<file path="src/rtl/timer_arbiter_if.sv">
// Bundle of requester-side and timer-side signals around the timer arbiter.
interface timer_arbiter_if #(
  parameter int N_REQ = 4,
  parameter int LEN_W = 10
);
  logic [N_REQ-1:0]       req;
  logic [N_REQ*LEN_W-1:0] req_length;
  logic [N_REQ-1:0]       grant;
  logic [N_REQ-1:0]       done;
  logic                   busy;
  logic                   timer_start;
  logic [LEN_W-1:0]       timer_length;
  logic                   timer_expired;

  // Arbiter side
  modport slave (
    input  req, req_length, timer_expired,
    output grant, done, busy, timer_start, timer_length
  );

  // Requesters plus timer side
  modport master (
    output req, req_length, timer_expired,
    input  grant, done, busy, timer_start, timer_length
  );
endinterface

</file>
<file path="src/rtl/timer_arbiter.sv">
// Round-robin sharing of a single programmable timer among N_REQ requesters.
// A granted requester's length is loaded into the timer; on expiry the owner
// gets a one-cycle done. Dropping req while waiting abandons the interval.
module timer_arbiter #(
  parameter int N_REQ = 4,
  parameter int LEN_W = 10
) (
  input  logic            clk,
  input  logic            reset_n,
  timer_arbiter_if.slave  bus
);

  localparam int PTR_W = (N_REQ > 1) ? $clog2(N_REQ) : 1;

  typedef enum logic [1:0] {
    IDLE  = 2'd0,
    START = 2'd1,
    WAIT  = 2'd2
  } state_t;

  state_t             state_q, state_d;
  logic [N_REQ-1:0]   grant_q, grant_d;
  logic [N_REQ-1:0]   done_q, done_d;
  logic               busy_q, busy_d;
  logic               start_q, start_d;
  logic [LEN_W-1:0]   length_q, length_d;
  logic [PTR_W-1:0]   rr_q, rr_d;
  logic [PTR_W-1:0]   owner_q, owner_d;

  logic               win_valid;
  logic [PTR_W-1:0]   win_idx;
  int unsigned        scan_idx;
  logic [LEN_W-1:0]   len_arr [N_REQ];

  // Split the flat length bus into one field per requester
  for (genvar g = 0; g < N_REQ; g++) begin : g_len
    assign len_arr[g] = bus.req_length[g*LEN_W +: LEN_W];
  end

  // Round-robin search: first set req at or above the pointer, wrapping
  always_comb begin
    win_valid = 1'b0;
    win_idx   = '0;
    scan_idx  = 0;
    for (int unsigned i = 0; i < N_REQ; i++) begin
      scan_idx = i + 32'(rr_q);
      if (scan_idx >= N_REQ) scan_idx = scan_idx - N_REQ;
      if (!win_valid && bus.req[PTR_W'(scan_idx)]) begin
        win_valid = 1'b1;
        win_idx   = PTR_W'(scan_idx);
      end
    end
  end

  // State and registered outputs
  always_ff @(posedge clk or negedge reset_n) begin
    if (!reset_n) begin
      state_q  <= IDLE;
      grant_q  <= '0;
      done_q   <= '0;
      busy_q   <= 1'b0;
      start_q  <= 1'b0;
      length_q <= '0;
      rr_q     <= '0;
      owner_q  <= '0;
    end else begin
      state_q  <= state_d;
      grant_q  <= grant_d;
      done_q   <= done_d;
      busy_q   <= busy_d;
      start_q  <= start_d;
      length_q <= length_d;
      rr_q     <= rr_d;
      owner_q  <= owner_d;
    end
  end

  // Next-state selection
  always_comb begin
    state_d = state_q;
    case (state_q)
      IDLE:    if (win_valid) state_d = START;
      START:   state_d = WAIT;
      WAIT:    if (bus.timer_expired || !bus.req[owner_q]) state_d = IDLE;
      default: state_d = IDLE;
    endcase
  end

  // Next values of the registered outputs; expiry has priority over abort
  always_comb begin
    grant_d  = grant_q;
    done_d   = '0;
    busy_d   = busy_q;
    start_d  = 1'b0;
    length_d = length_q;
    rr_d     = rr_q;
    owner_d  = owner_q;
    case (state_q)
      IDLE: begin
        grant_d = '0;
        busy_d  = 1'b0;
        if (win_valid) begin
          grant_d  = N_REQ'(1) << win_idx;
          length_d = len_arr[win_idx];
          start_d  = 1'b1;
          busy_d   = 1'b1;
          owner_d  = win_idx;
          rr_d     = (32'(win_idx) == N_REQ - 1) ? '0 : win_idx + 1'b1;
        end
      end
      START: begin
        // expiry seen here is stale from an earlier interval
      end
      WAIT: begin
        if (bus.timer_expired) begin
          done_d  = grant_q;
          grant_d = '0;
          busy_d  = 1'b0;
        end else if (!bus.req[owner_q]) begin
          grant_d = '0;
          busy_d  = 1'b0;
        end
      end
      default: begin
        grant_d = '0;
        busy_d  = 1'b0;
      end
    endcase
  end

  assign bus.grant        = grant_q;
  assign bus.done         = done_q;
  assign bus.busy         = busy_q;
  assign bus.timer_start  = start_q;
  assign bus.timer_length = length_q;

endmodule

</file>
<file path="src/flat_wrapper.sv">
// flat-port wrapper written by rule: the top's interface ports become plain ports
module timer_arbiter_flat 
#(
  parameter int N_REQ = 4,
  parameter int LEN_W = 10
)
  (clk, reset_n, bus_req, bus_req_length, bus_timer_expired, bus_grant, bus_done, bus_busy, bus_timer_start, bus_timer_length);
  timer_arbiter_if #(.N_REQ(N_REQ), .LEN_W(LEN_W)) bus_i ();
  input  logic clk;
  input  logic reset_n;
  input wire logic [$bits(bus_i.req)-1:0] bus_req;
  input wire logic [$bits(bus_i.req_length)-1:0] bus_req_length;
  input wire logic [$bits(bus_i.timer_expired)-1:0] bus_timer_expired;
  output wire logic [$bits(bus_i.grant)-1:0] bus_grant;
  output wire logic [$bits(bus_i.done)-1:0] bus_done;
  output wire logic [$bits(bus_i.busy)-1:0] bus_busy;
  output wire logic [$bits(bus_i.timer_start)-1:0] bus_timer_start;
  output wire logic [$bits(bus_i.timer_length)-1:0] bus_timer_length;
  assign bus_i.req = bus_req;
  assign bus_i.req_length = bus_req_length;
  assign bus_i.timer_expired = bus_timer_expired;
  assign bus_grant = bus_i.grant;
  assign bus_done = bus_i.done;
  assign bus_busy = bus_i.busy;
  assign bus_timer_start = bus_i.timer_start;
  assign bus_timer_length = bus_i.timer_length;
  timer_arbiter #(.N_REQ(N_REQ), .LEN_W(LEN_W)) u_core (.clk(clk), .reset_n(reset_n), .bus(bus_i));
endmodule
</file>
<file path="config.mk">
export PLATFORM = sky130hd
export DESIGN_NAME = timer_arbiter_flat
export DESIGN_NICKNAME = d
export VERILOG_FILES = /design/src/rtl/timer_arbiter_if.sv /design/src/rtl/timer_arbiter.sv /design/src/flat_wrapper.sv
export SDC_FILE = /design/constraint.sdc
export NUM_CORES = 1
export LEC_CHECK = 0
export BUFFER_PORTS_ARGS = -buffer_cell sky130_fd_sc_hd__buf_4
export CORE_MARGIN = 8
export CORE_UTILIZATION = 30
export DETAILED_ROUTE_END_ITERATION = 8
export GPL_TIMING_DRIVEN = 0
export SLEW_MARGIN = 30
export SYNTH_ARGS = -nofsm -noshare
export SYNTH_HDL_FRONTEND = slang
export SYNTH_SLANG_ARGS = --single-unit
</file>
<file path="constraint.sdc">
create_clock -name clk -period 2.4 [get_ports clk]
set_input_delay 0.36 -clock clk [delete_from_list [all_inputs] [get_ports clk]]
set_output_delay 0.36 -clock clk [all_outputs]
set_load 0.005 [all_outputs]
</file>
==> summary.txt, run 1 <==
Status -> completed
Post_cts resized -> 0
Die Wd -> 82.5 um
Post-Syn Area per Cell -> 11.3 sq um
Setup CP Type -> register to register
Number of instances in the placed design -> 236
Area occupied by registers -> 651 sq um
Initial core utilization -> 0.307
Post-CTS setup buffers -> 0
Worst Tran Pin Value -> 499 ps
Setup_tns -> 0 ps
Die H -> 82.5 um
ANT nets after route -> 0
Clock skew -> 7.00 ps
Syn nets -> 166
Area Growth Syn to Fin -> 48.4%
Startpoint Class -> register
Number of antenna diodes -> 0
Area of the multi-input gates -> 591 sq um
DIE AREA -> 0.00681 sq mm
Top post-synthesis cells by area -> dfrtp_1 (49%), mux2i_1 (15%), o221ai_1 (6.6%), nand2_1 (5.7%), buf_6 (2.5%)
Fmax -> 0.575 GHz
Critical-path maximum fanout -> 10
Hold Vio Cnt, Final -> 0
Wire per inst -> 16.1 um
CP arrival -> 1910 ps
Logic pwr share -> 0.490
Clk slew on worst S/H paths -> 90 ps
Hold buffers post-CTS -> 1
Crit end category -> register
Clock tree buffer depth -> 2
Starting DRC count in detailed routing -> 45
Post-Synthesis Cells -> 118
Number of max-cap violations -> 0
IO Pins -> 67
Critical R2R Capture -> u_core.rr_q[1]
Net Sw Frac -> 0.357
Number of CTS-inserted buffers -> 3
Via density -> 4.95
Total Routing Usage GR -> 0.118
Final #Nets -> 238
Crit share post-route -> 0.725
VDD IR-drop max -> 0.352 mV
DR DRC count -> 0
Sequential power share -> 0.340
Library cells used by synthesis -> 30
Row count -> 24
H-tree depth -> 1
Reg2reg start -> u_core.rr_q[0]
DP HPWL -> 3050 um
CP endpoint -> u_core.rr_q[1]
Final std cells w/o fill -> 241
Synth warn -> 0
Via count -> 1193
Clk_lat worst skew -> 270 ps
Fillers -> 440
Setup violators final -> 0
IO buf count -> 66
Reg2Reg Depth -> 9
Cell internal pwr -> 1.39 mW
Clock power frac -> 0.170
R2R Setup Slk -> 660 ps
Largest net degree at the start of global routing -> 27
Worst Setup SP -> u_core.rr_q[0]
Worst slew margin -> 0.667
Flops & latches, synth -> 26
Gr ovfl total -> 0
Routed wire length -> 3890 um
RSZ-0062 raised after global routing -> false
Post-synth top area cell -> dfrtp_1
TritonRoute pass-1 iters -> 4
Clk sinks -> 26
Initial antenna violation count -> 0
Cell Pwr Density -> 1100 mW/mm^2
Vias in the first global route -> 1344
Max-slew violation count -> 0
CTS root buf -> clkbuf_8
Final GP Congestion -> 0.740
Switch Pwr -> 0.773 mW
Static leakage -> 1.05 nW
CP required -> 2570 ps
Sequential fraction of the synthesis area -> 0.490
Most common cell after layout, fill and taps aside -> buf_4
Min-delay worst type -> input pin to register
Yosys top cell area share -> 0.490
First-pass GRT wire length -> 6160 um
Tmin final -> 1740 ps
Share of post-route cells with drive strength above 1 -> 0.429
Synthesized cell area -> 0.00133 sq mm
Core area -> 0.00432 sq mm
Most frequent cells in the layout -> buf_4 (66), dfrtp_1 (26), nand2_1 (20), mux2i_1 (20), o221ai_1 (10)
TritonCTS clock tree -> built
## per-stage QoR
step	utilization	power (mW)	hold WS [ps]	instance area (sq um)	setup slack [ps]
2_1_floorplan	-	1.37	64.4	1330	756
3_3_place_gp	0.437	1.79	287	1890	542
3_5_place_dp	0.437	1.82	294	1890	506
4_1_cts	0.455	2.20	344	1970	654
5_1_grt	0.455	2.34	342	1970	571
6_report	0.455	2.17	352	1970	660
## synthesized netlist by cell type (all sizes together)
cell	number
a21o	2
o32a	1
a211o	1
nor4	1
dfrtp	26
mux2i	20
clkbuf	1
buf	6
a21oi	4
o221ai	10
a22o	1
mux4	1
nand2b	3
o31ai	1
nor2	2
clkinv	1
o21ai	2
nor2b	2
ha	1
or3	1
inv	5
and3	4
nand2	20
nand3b	1
a32o	1
## power groups by stage
stage	logic [mW]	clock network, mW	registers, mW
2_1_floorplan	0.633	0	0.736
3_3_place_gp	1.05	0	0.740
3_5_place_dp	1.08	0	0.743
4_1_cts	1.08	0.376	0.739
5_1_grt	1.17	0.397	0.766
6_report	1.06	0.368	0.737
## cell families (layout without fill, tap and decap cells)
logic type,count (synthesis),in the layout,synth area share
fa+ha+maj,1,1,0.00942
simple gates,34,34,0.131
flops,26,26,0.490
mux,21,21,0.171
buf+inv,13,84,0.0650
compound gates,23,23,0.134
## final cells by class
class,count,area share
buffer,7,0.0318
clock buffer,3,0.0210
clock inverter,1,0.0152
inverter,6,0.0121
multi-input combinational,79,0.300
sequential,26,0.330
tap,52,0.0330
timing repair buffer,67,0.257
## metal layers
metal  vias to the layer above  GRT usage  wire, um
met5                         -          0         0
met4                         0     0.0431        69
met3                         8     0.0563       464
met2                        69      0.178      1640
met1                       544      0.142      1710
li1                        572          -         -
## state kept, by name (all words and copies together) (netlist names)
| signal | cells |
|---|---|
| u_core.rr_q | 2 |
| u_core.bus.timer_length | 10 |
| u_core.bus.busy | 1 |
| u_core.bus.grant | 4 |
| u_core.bus.done | 4 |
| u_core.owner_q | 2 |
| u_core.state_q | 2 |
| u_core.bus.timer_start | 1 |
## critical path, stage by stage, from the launching register on
cell and delay (ps):
dfrtp_1 420, nand2b_1 160, a21oi_1 160, a211o_1 140, buf_6 140, buf_6 180
inv_2 50, ha_1 280, nand2_1 60, nand2_1 50
## worst min-delay path by stage
stage,from,endpoint,slack (ps),cells past startpoint
final,bus_timer_expired,u_core.bus.done[1],350,2
after floorplan,reset_n,u_core.bus.busy,60,0
after CTS,bus_timer_expired,u_core.bus.done[1],340,2
after global placement,reset_n,u_core.bus.done[1],290,1
after global routing,bus_timer_expired,u_core.bus.done[0],340,2
after detailed placement,reset_n,u_core.bus.done[1],290,1
Power figures use the tool's default switching activity.
==> run 2, diff against run 1 <==
- clock period: 2.4 -> 1.7 ns (I/O delays scaled with it)
==> run 2 against run 1 <==
  * Utilization rose by 1.8 points
  * Highest routed layer unchanged
  * Clock power grew 42%
  * Setup slack got worse by 600 ps
  * Largest cell class unchanged
  * Final area grew 3.9%
==> summary.txt, run 2 (synthesis gave the netlist of run 1 again) <==
Place WS -> -89.0 ps (-595 ps)
Die Wd -> 82.5 um (unchanged)
DIE AREA -> 0.00681 sq mm (unchanged)
IO buf count -> 66 (unchanged)
Max-slew violation count -> 0 (unchanged)
CP endpoint -> u_core.rr_q[1]
Worst Tran Pin Value -> 392 ps (-107 ps)
Setup CP Type -> register to register
Startpoint Class -> register
CP required -> 1870 ps (-700 ps)
Number of antenna diodes -> 0 (unchanged)
Core area -> 0.00432 sq mm (unchanged)
Crit end category -> register
Worst Setup SP -> u_core.rr_q[0]
Initial antenna violation count -> 0 (unchanged)
Clk slew on worst S/H paths -> 90 ps (about the same)
Clk sinks -> 26 (unchanged)
Static leakage -> 1.09 nW (+3.5%)
CP arrival -> 1800 ps (-110 ps)
Initial core utilization -> 0.307 (unchanged)
Total Routing Usage GR -> 0.118 (+0.000448)
Clock skew -> 5.31 ps (-1.68 ps)
Setup WS post-layout -> 63.1 ps (-597 ps)
Fillers -> 432 (-1.8%)
Via count -> 1205 (+1.0%)
Setup violators final -> 0 (unchanged)
Number of CTS-inserted buffers -> 3 (unchanged)
Final GP Congestion -> 0.740 (unchanged)
Fmax -> 0.611 GHz (+6.3%)
Routed wire length -> 3990 um (+2.4%)
Largest net degree at the start of global routing -> 27 (unchanged)
Starting DRC count in detailed routing -> 38 (-16%)
Critical R2R Capture -> u_core.rr_q[1]
DP HPWL -> 3050 um (unchanged)
Die H -> 82.5 um (unchanged)
TritonRoute pass-1 iters -> 4 (unchanged)
CTS root buf -> clkbuf_8
First-pass GRT wire length -> 6180 um (+0.23%)
ANT nets after route -> 0 (unchanged)
Share of post-route cells with drive strength above 1 -> 0.458 (+0.0298)
Via density -> 4.94 (-0.24%)
Row count -> 24 (unchanged)
Gr ovfl total -> 0 (unchanged)
Flip-flop count of the largest register after layout -> 10 (unchanged)
Status -> completed
Most frequent cells in the layout -> buf_4 (70), dfrtp_1 (26), nand2_1 (20)
R2R Setup Slk -> 60 ps (-600 ps)
Number of max-cap violations -> 0 (unchanged)
RSZ-0062 raised after global routing -> true
Min-delay worst type -> input pin to register
IO Pins -> 67 (unchanged)
Reg2Reg Depth -> 9 (unchanged)
Wire per inst -> 16.3 um (+1.2%)
DR DRC count -> 0 (unchanged)
Most common cell after layout, fill and taps aside -> buf_4
Crit share post-route -> 0.963 (+0.238)
VDD IR-drop max -> 0.566 mV (+61%)
Area Growth Syn to Fin -> 54.1%
Worst slew margin -> 0.737 (+0.0698)
Reg2reg start -> u_core.rr_q[0]
Cell Pwr Density -> 1580 mW/mm^2 (+43%)
Vias in the first global route -> 1346 (+0.15%)
Tmin final -> 1640 ps (-103 ps)
Final #Nets -> 241 (+1.3%)
H-tree depth -> 1 (unchanged)
Final Util -> 0.473 (+0.0177)
TritonCTS clock tree -> built
Hold Vio Cnt, Final -> 0 (unchanged)
Clock tree buffer depth -> 2 (unchanged)
Critical-path maximum fanout -> 5 (-5)
Clk_lat worst skew -> 270 ps (about the same)
-- run 2: cell count changes in the layout (fill, tap and decap cells not counted), sizes merged --
cell    change
clkbuf      +1
buf         +2
-- run 2: where the power goes --
group	leakage (nW)	switching, mW	internal (mW)
clock	0.0357	0.209	0.315
sequential	0.329	0.169	0.878
combinational	0.725	0.764	0.893
total	1.09	1.14	2.09
-- run 2: final cells by class --
class,count,area [sq um],share of cell area
Sequential cell,26,651,0.318
Multi-Input combinational cell,79,606,0.296
Timing Repair Buffer,70,546,0.267
Buffer,7,77.6,0.0379
Tap cell,52,65.1,0.0318
Clock buffer,3,41.3,0.0202
Clock inverter,1,30.0,0.0147
Inverter,6,30.0,0.0147
-- run 2: timing repair --
| item | in CTS | in global routing |
|---|---|---|
| gates resized for setup | 2 | 12 |
| hold endpoints to repair | 26 | 0 |
| pin swaps | 0 | 2 |
| buffers inserted | 2 | 0 |
| setup endpoints to repair | 2 | 11 |
| hold buffers | 1 | 0 |
| cloned | 0 | 1 |
-- run 2: critical path, stage by stage, from the launching register on --
cell and delay, ps:
dfrtp_1 410, nand2b_4 150, a21oi_2 50, a211o_1 280, buf_6 140, buf_12 130, clkinv_4 40, ha_1 210
nand2_1 60, nand2_1 60
-- run 2: metrics by stage --
stage	cell area [sq um]	power [mW]	hold slack, ps	setup TNS [ps]	std cells
3_3_place_gp	1890	2.52	182	-505	236
3_5_place_dp	1890	2.58	189	-677	236
4_1_cts	1990	3.15	239	0	243
2_1_floorplan	1330	1.93	-40.6	0	118
5_1_grt	2050	3.47	237	-26.3	244
6_report	2050	3.23	245	0	244
-- run 2: worst min path at each step --
stage / startpoint / to / slack, ps / cells after the start
floorplan: reset_n / u_core.bus.busy / -40 / 0
detailed placement: reset_n / u_core.bus.done[1] / 190 / 1
global placement: reset_n / u_core.bus.done[1] / 180 / 1
finish: bus_timer_expired / u_core.bus.done[1] / 250 / 2
global route: bus_timer_expired / u_core.bus.done[0] / 240 / 2
CTS: bus_timer_expired / u_core.bus.done[1] / 240 / 2
-- run 2: metal layers --
| layer | part of all wire | vias up | global-route usage |
|---|---|---|---|
| met2 | 0.42 | 68 | 0.180 |
| met5 | 0 | - | 0 |
| li1 | - | 578 | - |
| met1 | 0.45 | 551 | 0.143 |
| met4 | 0.015 | 0 | 0.0397 |
| met3 | 0.11 | 8 | 0.0563 |
==> run 3, diff against run 2 <==
- RECOVER_POWER: default -> 100
==> run 3 against run 2 <==
  * Critical path depth stayed put
  * Setup slack better by 2.9 ps
  * Routed wire length is 0.78% lower
  * Sequential power hardly changed
  * Clock power hardly changed
  * Clock skew is 0.66 ps lower
  * Maximum frequency is 0.18% higher
  * Hold slack worse by 0.52 ps
  * Combinational power is 5% lower
  * Critical path type unchanged
  * Highest routed layer unchanged
==> summary.txt, run 3 (synthesis gave the netlist of run 1 again) <==
Clock tree buffer depth -> 2 (unchanged)
TritonRoute pass-1 iters -> 4 (unchanged)
Die H -> 82.5 um (unchanged)
Number of antenna diodes -> 0 (unchanged)
Fmax -> 0.612 GHz (+0.18%)
ANT nets after route -> 0 (unchanged)
Most frequent cells in the layout -> buf_4 (49), dfrtp_1 (26), nand2_1 (20)
Largest net degree at the start of global routing -> 27 (unchanged)
CTS root buf -> clkbuf_8
Switch Pwr -> 1.13 mW (-0.83%)
Startpoint Class -> register
Clock skew -> 4.65 ps (-0.659 ps)
Worst Path Buf+Inv -> 3 (unchanged)
Setup_tns -> 0 ps (unchanged)
Crit share post-route -> 0.961 (-0.00169)
Tmin final -> 1630 ps (-2.88 ps)
VDD IR-drop max -> 0.516 mV (-8.9%)
Vias in the first global route -> 1346 (unchanged)
Min-delay worst type -> input pin to register
Max-slew violation count -> 0 (unchanged)
Final #Nets -> 241 (unchanged)
CP required -> 1870 ps (about the same)
Post-placement cell area -> 0.00189 sq mm (unchanged)
Clk sinks -> 26 (unchanged)
Setup violators final -> 0 (unchanged)
Row count -> 24 (unchanged)
Via density -> 4.95 (+0.17%)
Gr ovfl total -> 0 (unchanged)
Critical path's largest stage delay -> 410 ps (about the same)
TritonCTS clock tree -> built
Most common cell after layout, fill and taps aside -> buf_4
Total Routing Usage GR -> 0.118 (unchanged)
Wire per inst -> 16.2 um (-0.78%)
Core area -> 0.00432 sq mm (unchanged)
Critical path cell sequence -> nand2b_4 -> a21oi_2 -> a211o_1 -> buf_6 -> buf_12 -> clkinv_4 -> ha_1 -> nand2_1 -> nand2_1
DP HPWL -> 3050 um (unchanged)
Number of CTS-inserted buffers -> 3 (unchanged)
Crit-path leading delay family -> flip-flops
Critical-path maximum fanout -> 5 (unchanged)
Setup CP Type -> register to register
DIE AREA -> 0.00681 sq mm (unchanged)
Clk slew on worst S/H paths -> 90 ps (about the same)
IO buf count -> 66 (unchanged)
Die Wd -> 82.5 um (unchanged)
Static leakage -> 1.05 nW (-4.0%)
Share of post-route cells with drive strength above 1 -> 0.406 (-0.0521)
Clock power frac -> 0.168 (+0.006)
Finished Cell Area -> 0.00201 sq mm (-2.0%)
Status -> completed
Net Sw Frac -> 0.362 (+0.00792)
Worst Tran Pin Value -> 647 ps (+255 ps)
Final GP Congestion -> 0.740 (unchanged)
Number of max-cap violations -> 0 (unchanged)
Logic pwr share -> 0.500 (-0.013)
Hold Vio Cnt, Final -> 0 (unchanged)
Routed wire length -> 3950 um (-0.78%)
H-tree depth -> 1 (unchanged)
Flip-flop count of the largest register after layout -> 10 (unchanged)
Sequential power share -> 0.332 (+0.008)
CP arrival -> 1800 ps (about the same)
RSZ-0062 raised after global routing -> true
Cell Pwr Density -> 1560 mW/mm^2 (-1.1%)
Worst slew margin -> 0.568 (-0.168)
IO Pins -> 67 (unchanged)
First-pass GRT wire length -> 6180 um (unchanged)
Area Growth Syn to Fin -> 51.1%
Crit-path slowest cell -> dfrtp_1
Starting DRC count in detailed routing -> 39 (+2.6%)
Crit end category -> register
DR DRC count -> 0 (unchanged)
Most used cell along the critical path -> nand2_1
Clk_lat worst skew -> 270 ps (about the same)
Initial antenna violation count -> 0 (unchanged)
Initial core utilization -> 0.307 (unchanged)
Cell internal pwr -> 2.00 mW (-4.2%)
Via count -> 1207 (+0.17%)
## run 3: cell types whose count changed in the layout (fill, tap and decap cells not counted), sizes merged
cell | before | now
buf | 74 | 53
clkbuf | 5 | 26
## run 3: final cells by class
cell class                 instances  area [sq um]
multi-input combinational         79           606
fill                             437          2320
buffer                             7          77.6
clock inverter                     1          30.0
inverter                           6          30.0
clock buffer                       3          41.3
tap                               52          65.1
timing repair buffer              70           505
sequential                        26           651
## run 3: worst paths after layout
check,startpoint,endpoint,slack [ps],cells past startpoint
setup / recovery,u_core.rr_q[0],u_core.rr_q[1],70,9
setup reg to reg,u_core.rr_q[0],u_core.rr_q[1],70,9
hold / removal,bus_timer_expired,u_core.bus.done[1],240,2
hold reg to reg,u_core.bus.busy,u_core.bus.busy,480,2
min in group asynchronous,reset_n,u_core.bus.done[1],530,2
max in group asynchronous,reset_n,u_core.rr_q[1],750,2
## run 3: metrics by stage
| stage | hold slack (ps) | total power [mW] | utilization | cells | setup WS (ps) |
|---|---|---|---|---|---|
| final | 245 | 3.13 | 0.464 | 244 | 66.0 |
| after global routing | 237 | 3.37 | 0.464 | 244 | -26.3 |
| after CTS | 239 | 3.15 | 0.461 | 243 | 35.1 |
| after detailed placement | 189 | 2.58 | 0.437 | 236 | -89.0 |
| after global placement | 182 | 2.52 | 0.437 | 236 | -53.1 |
| after floorplan | -40.6 | 1.93 | - | 118 | 104 |
## run 3: power by group through the flow
stage / Clock [mW] / Sequential, mW / Combinational [mW]
after floorplan: 0 / 1.04 / 0.894
after global placement: 0 / 1.05 / 1.48
after detailed placement: 0 / 1.05 / 1.53
after CTS: 0.531 / 1.04 / 1.57
after global routing: 0.560 / 1.08 / 1.73
final: 0.524 / 1.04 / 1.57
## run 3: per-layer routing
metal / vias up / wire length, um / track usage
li1: 577 / - / -
met4: 0 / 68 / 0.0397
met3: 8 / 442 / 0.0563
met2: 68 / 1660 / 0.180
met1: 554 / 1780 / 0.143
met5: - / 0 / 0
## run 3: repair_timing
item | in CTS | in global routing
endpoints found under the hold margin | 26 | 0
setup endpoints to repair | 2 | 11
resized for setup | 2 | 12
gates cloned | 0 | 1
setup buffers | 2 | 0
hold buffers | 1 | 0
pin swaps | 0 | 2
